File: src/rtl/arcade_input_mapper.sv
// arcade_input_mapper: merges MiST joystick and keyboard inputs into active-low cabinet signals with rotation, SOCD and coin pulses.
// Optional ARCADE_INPUT_AUTOFIRE_EN adds the autofire input and AUTOFIRE_DIV parameter.
module arcade_input_mapper #(
    parameter int          PLAYERS         = 2,
    parameter logic [15:0] COIN_PULSE      = 16'd50000,
    parameter logic [15:0] COIN_GAP        = 16'd50000,
    parameter bit          SOCD_EN_DEFAULT = 1'b1
`ifdef ARCADE_INPUT_AUTOFIRE_EN
    ,
    parameter logic [15:0] AUTOFIRE_DIV    = 16'd25000
`endif
) (
    input  logic               clk_sys,
    input  logic               reset,
    input  logic [7:0]         joystick_0,
    input  logic [7:0]         joystick_1,
    input  logic [9:0]         kbjoy,
    input  logic [1:0]         rotate,
    input  logic               share,
    input  logic               socd_en,
`ifdef ARCADE_INPUT_AUTOFIRE_EN
    input  logic               autofire,
`endif
    output logic [PLAYERS-1:0] up_n,
    output logic [PLAYERS-1:0] down_n,
    output logic [PLAYERS-1:0] left_n,
    output logic [PLAYERS-1:0] right_n,
    output logic [PLAYERS-1:0] fire_n,
    output logic [PLAYERS-1:0] bomb_n,
    output logic [PLAYERS-1:0] start_n,
    output logic [PLAYERS-1:0] coin_n
);
    typedef enum logic [1:0] {IDLE, PULSE, GAP} coin_state_t;
    logic               socd_q;
    logic               unused_kb;
    logic [3:0]         all_dir;
    logic               all_fire, all_bomb;
    logic [PLAYERS-1:0] up_nx, down_nx, left_nx, right_nx, fire_nx, bomb_nx, start_nx, coin_nx;
    assign unused_kb = kbjoy[9];
    // Direction nibbles are {U, D, L, R}, matching joystick bits [3:0]
    assign all_dir  = joystick_0[3:0] | joystick_1[3:0] | {kbjoy[4], kbjoy[5], kbjoy[6], kbjoy[7]};
    assign all_fire = joystick_0[4] | joystick_1[4] | kbjoy[0];
    assign all_bomb = joystick_0[5] | joystick_1[5] | kbjoy[8];
    for (genvar p = 0; p < PLAYERS; p++) begin : g_player
        logic [7:0]  joy;
        logic        kb_en;
        logic [3:0]  dir, rot, clean;
        logic        m_fire, m_bomb, req, prev;
        coin_state_t state, state_nx;
        logic [15:0] cnt, cnt_nx;
        assign joy    = (p == 0) ? joystick_0 : joystick_1;
        assign kb_en  = (p == 0);
        assign dir    = share ? all_dir : joy[3:0] | ({kbjoy[4], kbjoy[5], kbjoy[6], kbjoy[7]} & {4{kb_en}});
        assign m_fire = share ? all_fire : joy[4] | (kbjoy[0] & kb_en);
        assign m_bomb = share ? all_bomb : joy[5] | (kbjoy[8] & kb_en);
        assign req    = joy[7] | (kbjoy[3] & kb_en);
        always_comb begin
            rot = dir;
            case (rotate)
                2'd1:    rot = {dir[0], dir[1], dir[3], dir[2]};
                2'd2:    rot = {dir[1], dir[0], dir[2], dir[3]};
                2'd3:    rot = {dir[2], dir[3], dir[0], dir[1]};
                default: rot = dir;
            endcase
            clean[3:2] = (socd_q && rot[3] && rot[2]) ? 2'b00 : rot[3:2];
            clean[1:0] = (socd_q && rot[1] && rot[0]) ? 2'b00 : rot[1:0];
        end
        assign up_nx[p]    = ~clean[3];
        assign down_nx[p]  = ~clean[2];
        assign left_nx[p]  = ~clean[1];
        assign right_nx[p] = ~clean[0];
        assign bomb_nx[p]  = ~m_bomb;
        assign start_nx[p] = ~(joy[6] | kbjoy[1 + p]);
        always_comb begin
            state_nx = state;
            cnt_nx   = cnt + 16'd1;
            case (state)
                IDLE: begin
                    cnt_nx = '0;
                    if (req && !prev) state_nx = PULSE;
                end
                PULSE: if (cnt == COIN_PULSE - 16'd1) begin
                    state_nx = GAP;
                    cnt_nx   = '0;
                end
                GAP: if (cnt == COIN_GAP - 16'd1) begin
                    state_nx = IDLE;
                    cnt_nx   = '0;
                end
                default: begin
                    state_nx = IDLE;
                    cnt_nx   = '0;
                end
            endcase
        end
        // prev loads 1 in reset so a coin key held through reset is not an edge
        always_ff @(posedge clk_sys) begin
            if (reset) begin
                state <= IDLE;
                cnt   <= '0;
                prev  <= 1'b1;
            end else begin
                state <= state_nx;
                cnt   <= cnt_nx;
                prev  <= req;
            end
        end
        assign coin_nx[p] = (state_nx != PULSE);
`ifdef ARCADE_INPUT_AUTOFIRE_EN
        logic        held, lvl, lvl_nx;
        logic [15:0] af_cnt, af_cnt_nx;
        always_comb begin
            lvl_nx    = lvl;
            af_cnt_nx = '0;
            if (m_fire && !held) lvl_nx = 1'b1;
            else if (m_fire) begin
                af_cnt_nx = (af_cnt == AUTOFIRE_DIV - 16'd1) ? 16'd0 : af_cnt + 16'd1;
                lvl_nx    = (af_cnt == AUTOFIRE_DIV - 16'd1) ? ~lvl : lvl;
            end
        end
        always_ff @(posedge clk_sys) begin
            if (reset) begin
                held   <= 1'b0;
                lvl    <= 1'b0;
                af_cnt <= '0;
            end else begin
                held   <= m_fire;
                lvl    <= lvl_nx;
                af_cnt <= af_cnt_nx;
            end
        end
        assign fire_nx[p] = ~(m_fire & (~autofire | lvl_nx));
`else
        assign fire_nx[p] = ~m_fire;
`endif
    end
    always_ff @(posedge clk_sys) begin
        if (reset) begin
            socd_q  <= SOCD_EN_DEFAULT;
            up_n    <= '1;
            down_n  <= '1;
            left_n  <= '1;
            right_n <= '1;
            fire_n  <= '1;
            bomb_n  <= '1;
            start_n <= '1;
            coin_n  <= '1;
        end else begin
            socd_q  <= socd_en;
            up_n    <= up_nx;
            down_n  <= down_nx;
            left_n  <= left_nx;
            right_n <= right_nx;
            fire_n  <= fire_nx;
            bomb_n  <= bomb_nx;
            start_n <= start_nx;
            coin_n  <= coin_nx;
        end
    end
endmodule
File: config.mk
export PLATFORM = sky130hd
export DESIGN_NAME = arcade_input_mapper
export DESIGN_NICKNAME = d
export VERILOG_FILES = /design/src/rtl/arcade_input_mapper.sv
export SDC_FILE = /design/constraint.sdc
export NUM_CORES = 1
export LEC_CHECK = 0
export CORE_MARGIN = 3
export CORE_UTILIZATION = 45
export CTS_CLUSTER_SIZE = 25
export DETAILED_ROUTE_END_ITERATION = 6
export GPL_TIMING_DRIVEN = 0
export PLACE_DENSITY = 0.7
export REMOVE_ABC_BUFFERS = 1
export SETUP_SLACK_MARGIN = 0.4
export SYNTH_ARGS = -nofsm -noshare
export SYNTH_HDL_FRONTEND = slang
export SYNTH_SLANG_ARGS = --single-unit
File: constraint.sdc
create_clock -name clk_sys -period 2.8 [get_ports clk_sys]
set_input_delay 0.28 -clock clk_sys [delete_from_list [all_inputs] [get_ports clk_sys]]
set_output_delay 0.28 -clock clk_sys [all_outputs]
set_load 0.005 [all_outputs]
Word-level counts from Yosys, hierarchy flattened
Cells that the tools add are included.
Operators by class
  bitwise logic cells: 28
  reduce and logical (&&, ||, !) cells: 18
  $add $sub $neg: 2
  multiplexer cells: 20
  equal/unequal tests: 11
Operators by type and width (number)
  $add A16 B1 Y16 const B: 2
  $eq A16 B16 Y1 const B: 2
  $pmux W4 S3: 2
  $mux W2: 10
  $not A1 Y1: 16
  $or A4 B4 Y4: 3
  $pmux W2 S3: 2
  $logic_and A1 B1 Y1: 10
  $or A1 B1 Y1: 9
  $eq A2 B2 Y1 const B: 4
  $mux W4: 2
  $eq A2 B1 Y1 const B: 3
  $reduce_or A3 Y1: 2
  $logic_not A2 Y1: 2
  $mux W1: 4
  $ne A2 B1 Y1 const B: 2
  $reduce_or A2 Y1: 2
  $logic_not A1 Y1: 2
Storage, ports and cells
  bits of input ports: 32
  logic and storage cells: 94
  register bits: 55
  output and inout bits: 16

Depth between registers and ports, before layout
  depth after elaboration: 8
  gate-level depth with buffers: 6
  mapped depth without buffers: 6

Worst setup path before layout
Ideal clock, no wire load.
  path kind: input to register
  start: input share
  end: register up_n[0]
  path slack: 1221 ps
  path buffers: 1
  cell stages on the path: 4
  required time: 2680 ps
  arrival time: 1459 ps
  setup time: 120 ps
  cells stage by stage: buf_2 -> a211o_1 -> mux4_2 -> a211o_1
Between the ends
  longest elaborated chain between the ends: 6
Ends and longest elaborated chain
  from (decl): line 19  | input logic share,
  $mux W4 *: line 53  | assign dir = share ? all_dir : joy[3:0] | ({kbjoy[4], kbjoy[5], kbjoy[6], kbjoy[7]} & {4{kb_en}});
  $pmux W4 S3 *: line 59  | case (rotate)
  $logic_and A1 B1 Y1 (2 in series): line 65  | clean[3:2] = (socd_q && rot[3] && rot[2]) ? 2'b00 : rot[3:2];
  $mux W2 *: line 65
  $not A1 Y1 *: line 68  | assign up_nx[p] = ~clean[3];
  to (signal assigned): line 150  | up_n <= up_nx;
  to (decl): line 24  | output logic [PLAYERS-1:0] up_n,
Every way passes the cells marked *; elsewhere a longest branch is shown, timed or not.
A chain may end at the register's enable or synchronous reset.

Worst setup path after layout
  start: input share
  end: register up_n[1]
Same word-level chain as after synthesis.

==> metrics.txt <==
# TYPE chip_impl_metric gauge
chip_impl_metric{name="cts_made_buffers",unit=""} 5
chip_impl_metric{name="clk_transition_reported_paths",unit="ns"} 0.09
chip_impl_info{name="critical_path.endpoint_type",value="flop"} 1
chip_impl_metric{name="timing.final.hold_violations",unit=""} 0
chip_impl_metric{name="io_pins",unit=""} 48
chip_impl_metric{name="share_comb_of_total_power",unit="%"} 12.1
chip_impl_metric{name="switching_power",unit="mW"} 0.3312
chip_impl_metric{name="core.rowCount",unit=""} 27
chip_impl_metric{name="routabilityCongestion",unit=""} 0.8516
chip_impl_metric{name="arrival",unit="ns"} 2.18
chip_impl_metric{name="postLayoutCoreUtil",unit="%"} 58.14
chip_impl_metric{name="fp.dieH",unit="um"} 82.67
chip_impl_metric{name="antenna_violations_before_repair",unit=""} 0
chip_impl_metric{name="cts_hold_buf",unit=""} 0
chip_impl_metric{name="core_region_area",unit="mm^2"} 0.005608
chip_impl_metric{name="dieArea",unit="mm^2"} 0.006834
chip_impl_metric{name="synth.ff_latch_count",unit=""} 55
chip_impl_metric{name="period_needed",unit="ns"} 1.982
chip_impl_metric{name="post_synth.cell_area_avg",unit="um^2"} 9.184
chip_impl_info{name="synth_top_flop_cell",value="sky130_fd_sc_hd__dfxtp_1"} 1
chip_impl_metric{name="detail_route.drc_violations",unit=""} 0
chip_impl_metric{name="grt_util_all_layers",unit="%"} 17.51
chip_impl_info{name="cts_tree",value="built"} 1
chip_impl_metric{name="power.share.clock",unit="%"} 32.4
chip_impl_metric{name="flow.area_growth_from_synthesis",unit="%"} 23.27
chip_impl_metric{name="power.share.switching",unit="%"} 22.64
chip_impl_metric{name="portion_of_the_clock_cycle_consumed_by_the_worst_path_in_the_final_layout",unit="%"} 70.78
chip_impl_metric{name="grt_first_pass_wirelength",unit="um"} 9425
chip_impl_metric{name="static-leakage-power",unit="nW"} 1.110
chip_impl_metric{name="grt-ovfl-total",unit=""} 0
chip_impl_info{name="hold_path.class",value="flop to flop"} 1
chip_impl_metric{name="synth.lib_cells_used.distinct",unit=""} 43
chip_impl_metric{name="netlist.area_leader.share",unit="%"} 41.63
chip_impl_info{name="yosys.area.top_type",value="sky130_fd_sc_hd__dfxtp_1"} 1
chip_impl_metric{name="insertedDiodeCount",unit=""} 0
chip_impl_metric{name="first_global_vias",unit=""} 2163
chip_impl_metric{name="drt_iter0_markers",unit=""} 73
chip_impl_metric{name="drt_pre_antenna_iters",unit=""} 4
chip_impl_metric{name="routed-via-count",unit=""} 2229
chip_impl_metric{name="floorplan.initialDensity",unit="%"} 47.17
chip_impl_info{name="startpoint_type",value="input port"} 1
chip_impl_metric{name="final-max-slew-violation-count",unit=""} 0
chip_impl_metric{name="power.density",unit="mW/mm^2"} 448.7
chip_impl_metric{name="clock_insertion_delay_worst_skew",unit="ns"} 0.30
chip_impl_metric{name="design.final.nets",unit=""} 375
chip_impl_metric{name="seq_power_share",unit="%"} 55.6
chip_impl_metric{name="final_setup_violation_count",unit=""} 0
chip_impl_metric{name="worst-slew-pin-transition",unit="ns"} 0.6122
chip_impl_metric{name="placed_cells",unit=""} 398
chip_impl_metric{name="timing.final.ws_setup",unit="ns"} 0.8182
chip_impl_info{name="criticalPathCategory",value="input port to flop"} 1
chip_impl_metric{name="synth_async_sr_flop_share",unit="%"} 0
chip_impl_metric{name="max_cap_violations",unit=""} 0
chip_impl_metric{name="clkSinkCount",unit=""} 55
chip_impl_metric{name="clock-skew-final",unit="ns"} 0.008745
chip_impl_metric{name="wl_per_cell",unit="um"} 13.57
chip_impl_metric{name="max_slew_margin",unit="%"} 59.07
chip_impl_metric{name="detailedPlace.worstSlack",unit="ns"} 0.4961
chip_impl_metric{name="fin_tns_setup",unit="ns"} 0
chip_impl_metric{name="vias_per_cell",unit=""} 5.490
chip_impl_metric{name="worst-path-max-fanout",unit=""} 16
chip_impl_metric{name="drt-total-wl",unit="um"} 5508
chip_impl_metric{name="fmax",unit="MHz"} 504.6
chip_impl_info{name="grt_setup_unrepaired",value="no"} 1
chip_impl_metric{name="synth_enable_flop_cells",unit=""} 0
chip_impl_metric{name="ys_seq_area_share",unit="%"} 41.63
chip_impl_metric{name="internal_power",unit="mW"} 1.132
chip_impl_info{name="synth.top_cells.by_count",value="55 x sky130_fd_sc_hd__dfxtp_1, 39 x sky130_fd_sc_hd__nor2_1, 20 x sky130_fd_sc_hd__xnor2_1, 18 x sky130_fd_sc_hd__inv_1, 14 x sky130_fd_sc_hd__o21ai_0"} 1
chip_impl_metric{name="crit_required",unit="ns"} 3.00
chip_impl_metric{name="synthesis.area",unit="mm^2"} 0.002645
chip_impl_metric{name="post_synth_inst_count",unit=""} 288
chip_impl_metric{name="report.power.total",unit="mW"} 1.463
chip_impl_info{name="clk_root_buffer_cell",value="sky130_fd_sc_hd__clkbuf_8"} 1
chip_impl_metric{name="route.antenna.remaining_nets",unit=""} 0
chip_impl_metric{name="cts_setup_buffers",unit=""} 0
chip_impl_info{name="yosysMostFrequentCell",value="sky130_fd_sc_hd__dfxtp_1"} 1
chip_impl_metric{name="hold_slack",unit="ns"} 0.4732
chip_impl_metric{name="grt_max_degree",unit=""} 17
chip_impl_metric{name="portBuffers",unit=""} 46
chip_impl_metric{name="largest_voltage_drop_on_the_vdd_net",unit="mV"} 0.2522
chip_impl_info{name="netlist_top_cells_area",value="sky130_fd_sc_hd__dfxtp_1 42%, sky130_fd_sc_hd__xnor2_1 6.6%, sky130_fd_sc_hd__nor2_1 5.5%"} 1
chip_impl_metric{name="final_cell_area",unit="mm^2"} 0.003261
chip_impl_metric{name="ys_warn_count",unit=""} 0
chip_impl_metric{name="ctsResizeCount",unit=""} 0
chip_impl_metric{name="overall_die_width",unit="um"} 82.67
chip_impl_metric{name="clk_path_buf_depth",unit=""} 2
chip_impl_metric{name="layout.cells.non_filler",unit=""} 406
chip_impl_metric{name="drive_above_1_share",unit="%"} 5.389
chip_impl_metric{name="placement.cell_area",unit="mm^2"} 0.003161
chip_impl_metric{name="hpwlAfterDp",unit="um"} 4029
chip_impl_metric{name="ctsHtreeMaxLevel",unit=""} 2
chip_impl_info{name="outcome",value="finished, final reports clean"} 1
-- registers in the layout (all words and copies together), names as in the netlist --
signal	cells
bomb_n	2
coin_n	2
down_n	2
fire_n	2
g_player.cnt	32
g_player.prev	2
g_player.state	4
left_n	2
right_n	2
socd_q	1
start_n	2
up_n	2
-- cell type report --
type	count	area (um^2)
Fill cell	522	2347
Multi-Input combinational cell	207	1441
Sequential cell	55	1101
Timing Repair Buffer	46	460.4
Clock buffer	8	100.1
Tap cell	72	90.09
Inverter	18	67.56
-- cell families after synthesis --
kind of cell | share of synthesized area [%]
flip-flops | 41.63
adder cells (fa/ha/maj) | 4.730
buffers and inverters | 3.879
AND/OR/NAND/NOR | 21.43
multiplexers | 3.406
AO/OA/AOI/OAI | 16.65
XOR/XNOR | 8.278
-- power groups by stage --
stage | Clock [mW] | Combinational [mW] | Sequential [mW]
final | 0.474 | 0.176 | 0.813
after CTS | 0.489 | 0.177 | 0.813
after floorplan | 0 | 0.0675 | 0.831
after detailed placement | 0 | 0.176 | 0.831
after global placement | 0 | 0.173 | 0.831
after global routing | 0.513 | 0.193 | 0.815
-- cells in the final DEF, fill, tap and decap left out, types with 2 or more instances in the layout --
master / netlist / final
sky130_fd_sc_hd__nand2_1: 9 / 9
sky130_fd_sc_hd__nor3_1: 6 / 6
sky130_fd_sc_hd__ha_1: 10 / 10
sky130_fd_sc_hd__a211oi_1: 4 / 4
sky130_fd_sc_hd__clkdlybuf4s50_1: 0 / 46
sky130_fd_sc_hd__and3_2: 2 / 2
sky130_fd_sc_hd__nor2_1: 39 / 39
sky130_fd_sc_hd__xnor2_1: 20 / 20
sky130_fd_sc_hd__inv_1: 18 / 18
sky130_fd_sc_hd__xor2_1: 5 / 5
sky130_fd_sc_hd__o21a_1: 7 / 7
sky130_fd_sc_hd__nor4bb_1: 3 / 3
sky130_fd_sc_hd__nor4_1: 8 / 8
sky130_fd_sc_hd__a211o_1: 10 / 10
sky130_fd_sc_hd__nand3_1: 12 / 12
sky130_fd_sc_hd__a21o_1: 2 / 2
sky130_fd_sc_hd__mux4_2: 4 / 4
sky130_fd_sc_hd__nor2b_1: 5 / 5
sky130_fd_sc_hd__a221oi_1: 4 / 4
sky130_fd_sc_hd__or2_2: 2 / 2
sky130_fd_sc_hd__or3_1: 3 / 3
sky130_fd_sc_hd__a22oi_1: 4 / 4
sky130_fd_sc_hd__nor4b_1: 2 / 2
sky130_fd_sc_hd__dfxtp_1: 55 / 55
sky130_fd_sc_hd__o211ai_1: 4 / 4
sky130_fd_sc_hd__o21ai_0: 14 / 14
sky130_fd_sc_hd__clkbuf_8: 0 / 7
sky130_fd_sc_hd__a21oi_1: 7 / 7
sky130_fd_sc_hd__nand4_1: 7 / 7
-- layer usage --
metal  wire length, um  GRT usage (%)  part of all wire [%]  vias up
met4                87          6.046                   1.6        0
met3               271          3.796                   4.9        9
met5                 0              0                     0        -
met1              2653          23.62                    48     1031
met2              2496          27.64                    45       60
li1                  -              -                     -     1129
-- path summary, 6_finish.rpt --
| kind | endpoint | slack [ns] | from | cells past startpoint |
|---|---|---|---|---|
| worst max-delay path | up_n[1] | 0.82 | share | 5 |
| worst min-delay path | g_player[0].cnt[0] | 0.47 | g_player[0].cnt[0] | 1 |
| worst max register to register | g_player[1].cnt[15] | 0.95 | g_player[1].cnt[0] | 5 |
| worst min register to register | g_player[0].cnt[0] | 0.47 | g_player[0].cnt[0] | 1 |
-- worst max-delay path: stages --
cell	delay [ns]
sky130_fd_sc_hd__clkdlybuf4s50_1	0.80
sky130_fd_sc_hd__o21ai_0	0.37
sky130_fd_sc_hd__a221oi_1	0.35
sky130_fd_sc_hd__a21oi_1	0.09
sky130_fd_sc_hd__a211o_1	0.29
(Power assumes the default switching activity.)
